[config.mk]
export PLATFORM = sky130hd
export DESIGN_NAME = hazard_scoreboard_unit_flat
export DESIGN_NICKNAME = d
export VERILOG_FILES = /design/src/rtl/hazard_scoreboard_unit_pkg.sv /design/src/rtl/hazard_scoreboard_unit_if.sv /design/src/rtl/hazard_scoreboard_unit_fwd_select.sv /design/src/rtl/hazard_scoreboard_unit.sv /design/src/flat_wrapper.sv
export SDC_FILE = /design/constraint.sdc
export NUM_CORES = 1
export LEC_CHECK = 0
export CAP_MARGIN = 10
export CORE_AREA = 4 4 107 109
export DETAILED_ROUTE_END_ITERATION = 8
export DIE_AREA = 0 0 111 113
export HOLD_SLACK_MARGIN = 0.03
export PLACE_DENSITY = 0.71
export SYNTH_ARGS = -nofsm -noshare
export SYNTH_HDL_FRONTEND = slang
export SYNTH_HIERARCHICAL = 1
export SYNTH_SLANG_ARGS = --single-unit
[constraint.sdc]
create_clock -name clk -period 2.8 [get_ports clk]
set_input_delay 0.42 -clock clk [delete_from_list [all_inputs] [get_ports clk]]
set_output_delay 0.42 -clock clk [all_outputs]
set_load 0.02 [all_outputs]
[src/rtl/hazard_scoreboard_unit_pkg.sv]
// Shared sizing helpers and shadow-entry layout for the hazard scoreboard unit.
package hazard_scoreboard_unit_pkg;

  localparam int unsigned FWD_NONE = 0;

  // Per-stage tag flags; rd and the EX source fields are sized by REG_AW in the users.
  typedef struct packed {
    logic valid;
    logic regwrite;
    logic is_load;
  } entry_flags_t;

  function automatic int unsigned sel_width(input int unsigned fwd_stages);
    return $clog2(fwd_stages + 1);
  endfunction

  // First shadow index at which a producer's result can be forwarded.
  function automatic int unsigned ready_index(input logic is_load, input int unsigned load_lat);
    return is_load ? 1 + load_lat : 1;
  endfunction

endpackage

[src/rtl/hazard_scoreboard_unit_if.sv]
// ID-stage request and hazard/forwarding response bundle of the hazard scoreboard unit.
interface hazard_scoreboard_unit_if #(
  parameter int unsigned REG_AW     = 5,
  parameter int unsigned FWD_STAGES = 2,
  parameter int unsigned CNT_W      = 32
);
  localparam int unsigned SELW = hazard_scoreboard_unit_pkg::sel_width(FWD_STAGES);

  logic              id_valid;
  logic [REG_AW-1:0] id_rs1;
  logic [REG_AW-1:0] id_rs2;
  logic              id_use_rs1;
  logic              id_use_rs2;
  logic [REG_AW-1:0] id_rd;
  logic              id_regwrite;
  logic              id_is_load;
  logic              ex_branch_taken;
  logic              stall_if;
  logic              stall_id;
  logic              flush_id;
  logic              flush_ex;
  logic [SELW-1:0]   fwd_a_sel;
  logic [SELW-1:0]   fwd_b_sel;
  logic [CNT_W-1:0]  perf_stall_cnt;
  logic [CNT_W-1:0]  perf_flush_cnt;

  modport master (
    output id_valid, id_rs1, id_rs2, id_use_rs1, id_use_rs2, id_rd, id_regwrite, id_is_load,
           ex_branch_taken,
    input  stall_if, stall_id, flush_id, flush_ex, fwd_a_sel, fwd_b_sel,
           perf_stall_cnt, perf_flush_cnt
  );

  modport slave (
    input  id_valid, id_rs1, id_rs2, id_use_rs1, id_use_rs2, id_rd, id_regwrite, id_is_load,
           ex_branch_taken,
    output stall_if, stall_id, flush_id, flush_ex, fwd_a_sel, fwd_b_sel,
           perf_stall_cnt, perf_flush_cnt
  );

endinterface

[src/rtl/hazard_scoreboard_unit_fwd_select.sv]
// One EX operand's forwarding mux select: tag compare against the post-EX shadow stages.
module hazard_fwd_select
  import hazard_scoreboard_unit_pkg::*;
#(
  parameter int unsigned REG_AW     = 5,
  parameter int unsigned FWD_STAGES = 2,
  parameter int unsigned LOAD_LAT   = 1
) (
  input  logic [REG_AW-1:0]                src,
  input  logic                             src_use,
  input  entry_flags_t [FWD_STAGES:1]      flags,
  input  logic [FWD_STAGES:1][REG_AW-1:0]  rd,
  output logic [sel_width(FWD_STAGES)-1:0] sel
);

  localparam int unsigned SELW = sel_width(FWD_STAGES);

  always_comb begin
    sel = SELW'(FWD_NONE);
    // Scan oldest to youngest so the youngest ready producer is the last to write sel.
    for (int unsigned k = FWD_STAGES; k >= 1; k--) begin
      if (src_use && (src != '0) && flags[k].valid && flags[k].regwrite && (rd[k] == src) &&
          (k >= ready_index(flags[k].is_load, LOAD_LAT))) begin
        sel = SELW'(k);
      end
    end
  end

endmodule

[src/rtl/hazard_scoreboard_unit.sv]
// Hazard/forwarding controller for a 5-stage RV32I pipeline: shadow tag pipeline from EX to WB,
// load-use stall, branch flush, operand forwarding selects and saturating perf counters.
module hazard_scoreboard_unit
  import hazard_scoreboard_unit_pkg::*;
#(
  parameter int unsigned REG_AW     = 5,
  parameter int unsigned FWD_STAGES = 2,
  parameter int unsigned LOAD_LAT   = 1,
  parameter int unsigned CNT_W      = 32
) (
  input logic                     clk,
  input logic                     rst,
  hazard_scoreboard_unit_if.slave hz
);

  localparam int unsigned SELW = sel_width(FWD_STAGES);

  entry_flags_t [FWD_STAGES:0]     flags_q, flags_d;
  logic [FWD_STAGES:0][REG_AW-1:0] rd_q, rd_d;
  logic [REG_AW-1:0]               ex_rs1_q, ex_rs1_d;
  logic [REG_AW-1:0]               ex_rs2_q, ex_rs2_d;
  logic                            ex_use_rs1_q, ex_use_rs1_d;
  logic                            ex_use_rs2_q, ex_use_rs2_d;
  logic [CNT_W-1:0]                stall_cnt_q, stall_cnt_d;
  logic [CNT_W-1:0]                flush_cnt_q, flush_cnt_d;

  logic            load_use;
  logic            stall;
  logic            flush;
  logic            capture;
  logic [SELW-1:0] fwd_a_sel;
  logic [SELW-1:0] fwd_b_sel;

  always_comb begin
    load_use = 1'b0;
    for (int unsigned s = 0; s <= FWD_STAGES; s++) begin
      if (hz.id_valid && flags_q[s].valid && flags_q[s].regwrite && (rd_q[s] != '0) &&
          (s + 1 < ready_index(flags_q[s].is_load, LOAD_LAT)) &&
          ((hz.id_use_rs1 && (rd_q[s] == hz.id_rs1)) ||
           (hz.id_use_rs2 && (rd_q[s] == hz.id_rs2)))) begin
        load_use = 1'b1;
      end
    end
    // A taken branch squashes the stalled instruction anyway, so flush wins.
    flush   = hz.ex_branch_taken;
    stall   = load_use && !flush;
    capture = hz.id_valid && !stall && !flush;
  end

  always_comb begin
    flags_d      = '0;
    rd_d         = '0;
    ex_rs1_d     = '0;
    ex_rs2_d     = '0;
    ex_use_rs1_d = 1'b0;
    ex_use_rs2_d = 1'b0;
    for (int unsigned k = 1; k <= FWD_STAGES; k++) begin
      flags_d[k] = flags_q[k-1];
      rd_d[k]    = rd_q[k-1];
    end
    if (capture) begin
      flags_d[0].valid    = 1'b1;
      flags_d[0].regwrite = hz.id_regwrite;
      flags_d[0].is_load  = hz.id_is_load;
      rd_d[0]             = hz.id_rd;
      ex_rs1_d            = hz.id_rs1;
      ex_rs2_d            = hz.id_rs2;
      ex_use_rs1_d        = hz.id_use_rs1;
      ex_use_rs2_d        = hz.id_use_rs2;
    end

    stall_cnt_d = stall_cnt_q;
    if (stall && (stall_cnt_q != '1)) begin
      stall_cnt_d = stall_cnt_q + CNT_W'(1);
    end
    flush_cnt_d = flush_cnt_q;
    if (flush && (flush_cnt_q != '1)) begin
      flush_cnt_d = flush_cnt_q + CNT_W'(1);
    end
  end

  always_ff @(posedge clk) begin
    if (!rst) begin
      flags_q      <= '0;
      rd_q         <= '0;
      ex_rs1_q     <= '0;
      ex_rs2_q     <= '0;
      ex_use_rs1_q <= 1'b0;
      ex_use_rs2_q <= 1'b0;
      stall_cnt_q  <= '0;
      flush_cnt_q  <= '0;
    end else begin
      flags_q      <= flags_d;
      rd_q         <= rd_d;
      ex_rs1_q     <= ex_rs1_d;
      ex_rs2_q     <= ex_rs2_d;
      ex_use_rs1_q <= ex_use_rs1_d;
      ex_use_rs2_q <= ex_use_rs2_d;
      stall_cnt_q  <= stall_cnt_d;
      flush_cnt_q  <= flush_cnt_d;
    end
  end

  hazard_fwd_select #(
    .REG_AW    (REG_AW),
    .FWD_STAGES(FWD_STAGES),
    .LOAD_LAT  (LOAD_LAT)
  ) u_fwd_a (
    .src    (ex_rs1_q),
    .src_use(ex_use_rs1_q),
    .flags  (flags_q[FWD_STAGES:1]),
    .rd     (rd_q[FWD_STAGES:1]),
    .sel    (fwd_a_sel)
  );

  hazard_fwd_select #(
    .REG_AW    (REG_AW),
    .FWD_STAGES(FWD_STAGES),
    .LOAD_LAT  (LOAD_LAT)
  ) u_fwd_b (
    .src    (ex_rs2_q),
    .src_use(ex_use_rs2_q),
    .flags  (flags_q[FWD_STAGES:1]),
    .rd     (rd_q[FWD_STAGES:1]),
    .sel    (fwd_b_sel)
  );

  assign hz.stall_if       = stall;
  assign hz.stall_id       = stall;
  assign hz.flush_id       = flush;
  assign hz.flush_ex       = flush || stall;
  assign hz.fwd_a_sel      = fwd_a_sel;
  assign hz.fwd_b_sel      = fwd_b_sel;
  assign hz.perf_stall_cnt = stall_cnt_q;
  assign hz.perf_flush_cnt = flush_cnt_q;

endmodule

[src/flat_wrapper.sv]
// flat-port wrapper written by rule: the top's interface ports become plain ports
module hazard_scoreboard_unit_flat import hazard_scoreboard_unit_pkg::*;
#(
  parameter int unsigned REG_AW     = 5,
  parameter int unsigned FWD_STAGES = 2,
  parameter int unsigned LOAD_LAT   = 1,
  parameter int unsigned CNT_W      = 32
)
  (clk, rst, hz_id_valid, hz_id_rs1, hz_id_rs2, hz_id_use_rs1, hz_id_use_rs2, hz_id_rd, hz_id_regwrite, hz_id_is_load, hz_ex_branch_taken, hz_stall_if, hz_stall_id, hz_flush_id, hz_flush_ex, hz_fwd_a_sel, hz_fwd_b_sel, hz_perf_stall_cnt, hz_perf_flush_cnt);
  hazard_scoreboard_unit_if #(.REG_AW(REG_AW), .FWD_STAGES(FWD_STAGES), .CNT_W(CNT_W)) hz_i ();
  input logic clk;
  input logic rst;
  input wire logic [$bits(hz_i.id_valid)-1:0] hz_id_valid;
  input wire logic [$bits(hz_i.id_rs1)-1:0] hz_id_rs1;
  input wire logic [$bits(hz_i.id_rs2)-1:0] hz_id_rs2;
  input wire logic [$bits(hz_i.id_use_rs1)-1:0] hz_id_use_rs1;
  input wire logic [$bits(hz_i.id_use_rs2)-1:0] hz_id_use_rs2;
  input wire logic [$bits(hz_i.id_rd)-1:0] hz_id_rd;
  input wire logic [$bits(hz_i.id_regwrite)-1:0] hz_id_regwrite;
  input wire logic [$bits(hz_i.id_is_load)-1:0] hz_id_is_load;
  input wire logic [$bits(hz_i.ex_branch_taken)-1:0] hz_ex_branch_taken;
  output wire logic [$bits(hz_i.stall_if)-1:0] hz_stall_if;
  output wire logic [$bits(hz_i.stall_id)-1:0] hz_stall_id;
  output wire logic [$bits(hz_i.flush_id)-1:0] hz_flush_id;
  output wire logic [$bits(hz_i.flush_ex)-1:0] hz_flush_ex;
  output wire logic [$bits(hz_i.fwd_a_sel)-1:0] hz_fwd_a_sel;
  output wire logic [$bits(hz_i.fwd_b_sel)-1:0] hz_fwd_b_sel;
  output wire logic [$bits(hz_i.perf_stall_cnt)-1:0] hz_perf_stall_cnt;
  output wire logic [$bits(hz_i.perf_flush_cnt)-1:0] hz_perf_flush_cnt;
  assign hz_i.id_valid = hz_id_valid;
  assign hz_i.id_rs1 = hz_id_rs1;
  assign hz_i.id_rs2 = hz_id_rs2;
  assign hz_i.id_use_rs1 = hz_id_use_rs1;
  assign hz_i.id_use_rs2 = hz_id_use_rs2;
  assign hz_i.id_rd = hz_id_rd;
  assign hz_i.id_regwrite = hz_id_regwrite;
  assign hz_i.id_is_load = hz_id_is_load;
  assign hz_i.ex_branch_taken = hz_ex_branch_taken;
  assign hz_stall_if = hz_i.stall_if;
  assign hz_stall_id = hz_i.stall_id;
  assign hz_flush_id = hz_i.flush_id;
  assign hz_flush_ex = hz_i.flush_ex;
  assign hz_fwd_a_sel = hz_i.fwd_a_sel;
  assign hz_fwd_b_sel = hz_i.fwd_b_sel;
  assign hz_perf_stall_cnt = hz_i.perf_stall_cnt;
  assign hz_perf_flush_cnt = hz_i.perf_flush_cnt;
  hazard_scoreboard_unit #(.REG_AW(REG_AW), .FWD_STAGES(FWD_STAGES), .LOAD_LAT(LOAD_LAT), .CNT_W(CNT_W)) u_core (.clk(clk), .rst(rst), .hz(hz_i));
endmodule
==> results.yml <==
floorplanning:
  core.rowCount: 38
  io_pins: 95
  core_um2: 10600
  die-area_um2: 12500
  start_util: 0.431
  die_h_um: 113
  die_w_um: 111
routing:
  vias_per_cell: 5.25
  route.met3.wl_um: 484
  routed.top_layer: "met4"
  wl_per_cell_um: 14.5
  wirelength_um: 10800
  vias: 3907
  postRouteAntennaNets: 0
  met2_length_um: 5220
  met1_length_um: 4930
  drtIter0Drc: 172
  drc_errors: 0
  drtPass1Iterations: 5
timing:
  worstMarginPinSlew_ps: 839
  rsz0062_at_grt: "no"
  timing.final.crit_share: 0.941
  slew_violations: 0
  setup-tns-final_ps: 0
  worst_slack_ps: 164
  period_minus_slack_ps: 2640
  relSlewSlack: 0.439
  max_freq_mhz: 379
  final.setup_skew_ps: 5.33
  final-hold-violation-count: 0
  setup_viol: 0
  hold-worst-slack_ps: 474
setup_path:
  cp.required_ps: 2380
  arrival_ps: 2220
  cp_common_cell: "clkdlybuf4s50_1"
  r2r-start: "u_core/hz.perf_flush_cnt[0]"
  rrSetupSlack_ps: 370
  endpoint_kind: "output pin"
  crit_buf_inv: 2
  cp_max_fo: 3
  slowest_delay_ps: 630
  critical_path_class: "in2out"
  crit_family: "buffers and inverters"
  crit_path_start_kind: "primary input"
  startpoint: "hz_id_rs2[0]"
  path_cells: "clkdlybuf4s50_1, xnor2_1, nand4_1, o22ai_2, a21o_1, clkdlybuf4s50_1"
  cp_slowest_cell: "clkdlybuf4s50_1"
global_routing:
  grt.total_usage: 0.176
  grt_pass1_vias: 3830
  antenna_found_initial: 0
  grt_max_degree: 31
  grt_pass1_wl_um: 18300
  grt-ovfl-total: 0
synth:
  ys.warnings.count: 6
  syn_inst: 506
  syn_area_um2: 4570
  synth_nets: 531
  syn_area_per_cell_um2: 9.03
pwr:
  p_int_mw: 1.97
  p_sw_mw: 0.583
  p_leak_nw: 2.04
  peakVddDrop_v: 0.000232
  combinationalPowerShare: 0.052
  clock_power_share: 0.385
  p_total_mw: 2.55
  p_sw_frac: 0.229
  seqPwrFrac: 0.563
  power_density_nw_per_um2: 434
clock_network:
  cts_buffers: 9
  holdBufCountCts: 0
  worstSkewPairLatency_ps: 360
  ctsRootBufferMaster: "clkbuf_8"
  h-tree-depth: 3
  cts_buffer_depth: 2
  cts_setup_buffers: 0
  clkSlewWorstSetupHoldPaths_ps: 90
  cts_resized: 0
  cts_tree: "built"
  clock_sink_count: 99
finish:
  num_antenna_cells: 0
  area_delta_synth_final_pct: 28.8
  final_nets: 624
  nFillCells: 973
  drive_gt1_frac: 0.0728
place:
  port_buffers: 94
  dp_slack_ps: 32.6
  place_hpwl_um: 8000
  gp_congestion: 0.846
min_path:
  min_path_type: "reg2reg"
  worstHoldStart: "u_core/flags_d[5]"
flow_run:
  maxCapViolCount: 0
outcome:
  status: "finished, final reports clean"
==> metal layers <==
metal / global-route usage / vias up
li1: - / 1986
met1: 0.222 / 1836
met2: 0.298 / 75
met3: 0.0385 / 10
met4: 0.0640 / 0
met5: 0 / -
==> final cells by class <==
type / instances / area (µm²) / share of cell area
flip-flops and latches: 99 / 1980 / 0.337
inverters: 7 / 26.3 / 0.00447
repair buffers: 104 / 1040 / 0.177
multi-input cells: 378 / 2440 / 0.414
clock inverters: 5 / 65.1 / 0.0111
clock buffers: 11 / 151 / 0.0257
well taps: 140 / 175 / 0.0298
==> sequential cells by signal, summed over array words and instances, names as in the netlist <==
name and count:
u_core/ex_use_rs1_q 1, u_core/hz.perf_flush_cnt 32, u_core/flags_d 6, u_core/ex_use_rs2_q 1, u_core/rd_q 5, u_core/hz.perf_stall_cnt 32
u_core/ex_rs1_q 5, u_core/flags_q 2, u_core/rd_d 10, u_core/ex_rs2_q 5
==> path summary, 6_finish.rpt <==
kind	endpoint	cells past startpoint
worst max register to register	u_core/hz.perf_flush_cnt[3]	7
worst min-delay path	u_core/flags_d[8]	1
worst max-delay path	hz_flush_ex	6
worst min register to register	u_core/flags_d[8]	1
==> stage by stage <==
step	area, µm²	cells	util
after floorplan	4570	506	-
after global placement	5640	728	0.532
after detailed placement	5640	728	0.532
after CTS	5860	744	0.552
after global routing	5880	744	0.555
final	5880	744	0.555
==> power by group through the flow <==
stage	Clock, mW	Sequential, mW	Combinational, mW
global route	1.07	1.44	0.145
floorplan	0	1.47	0.0689
finish	0.981	1.44	0.133
global placement	0	1.47	0.131
CTS	1.01	1.44	0.133
detailed placement	0	1.47	0.133
==> placed cells by master, fill, tap and decap left out, drive strengths merged <==
cell type	n
or4	12
nand4	31
ha	2
a31oi	1
nor3b	2
dfxtp	99
a21oi	31
nor4b	2
nor2b	1
o21a	3
o31ai	7
buf	10
dlymetal6s2s	6
nor3	5
nand3	35
clkinv	1
o21ai	27
xor2	13
a21o	1
bufinv	1
o22ai	1
xnor2	45
nor4	6
nor2	36
nand2b	1
o2111ai	2
or3	23
clkbuf	11
and2	45
inv	10
mux2i	2
o31a	3
nand2	24
and3	8
clkdlybuf4s50	88
or2	1
and4	8
Note: power is estimated with default switching activity, not from simulation.
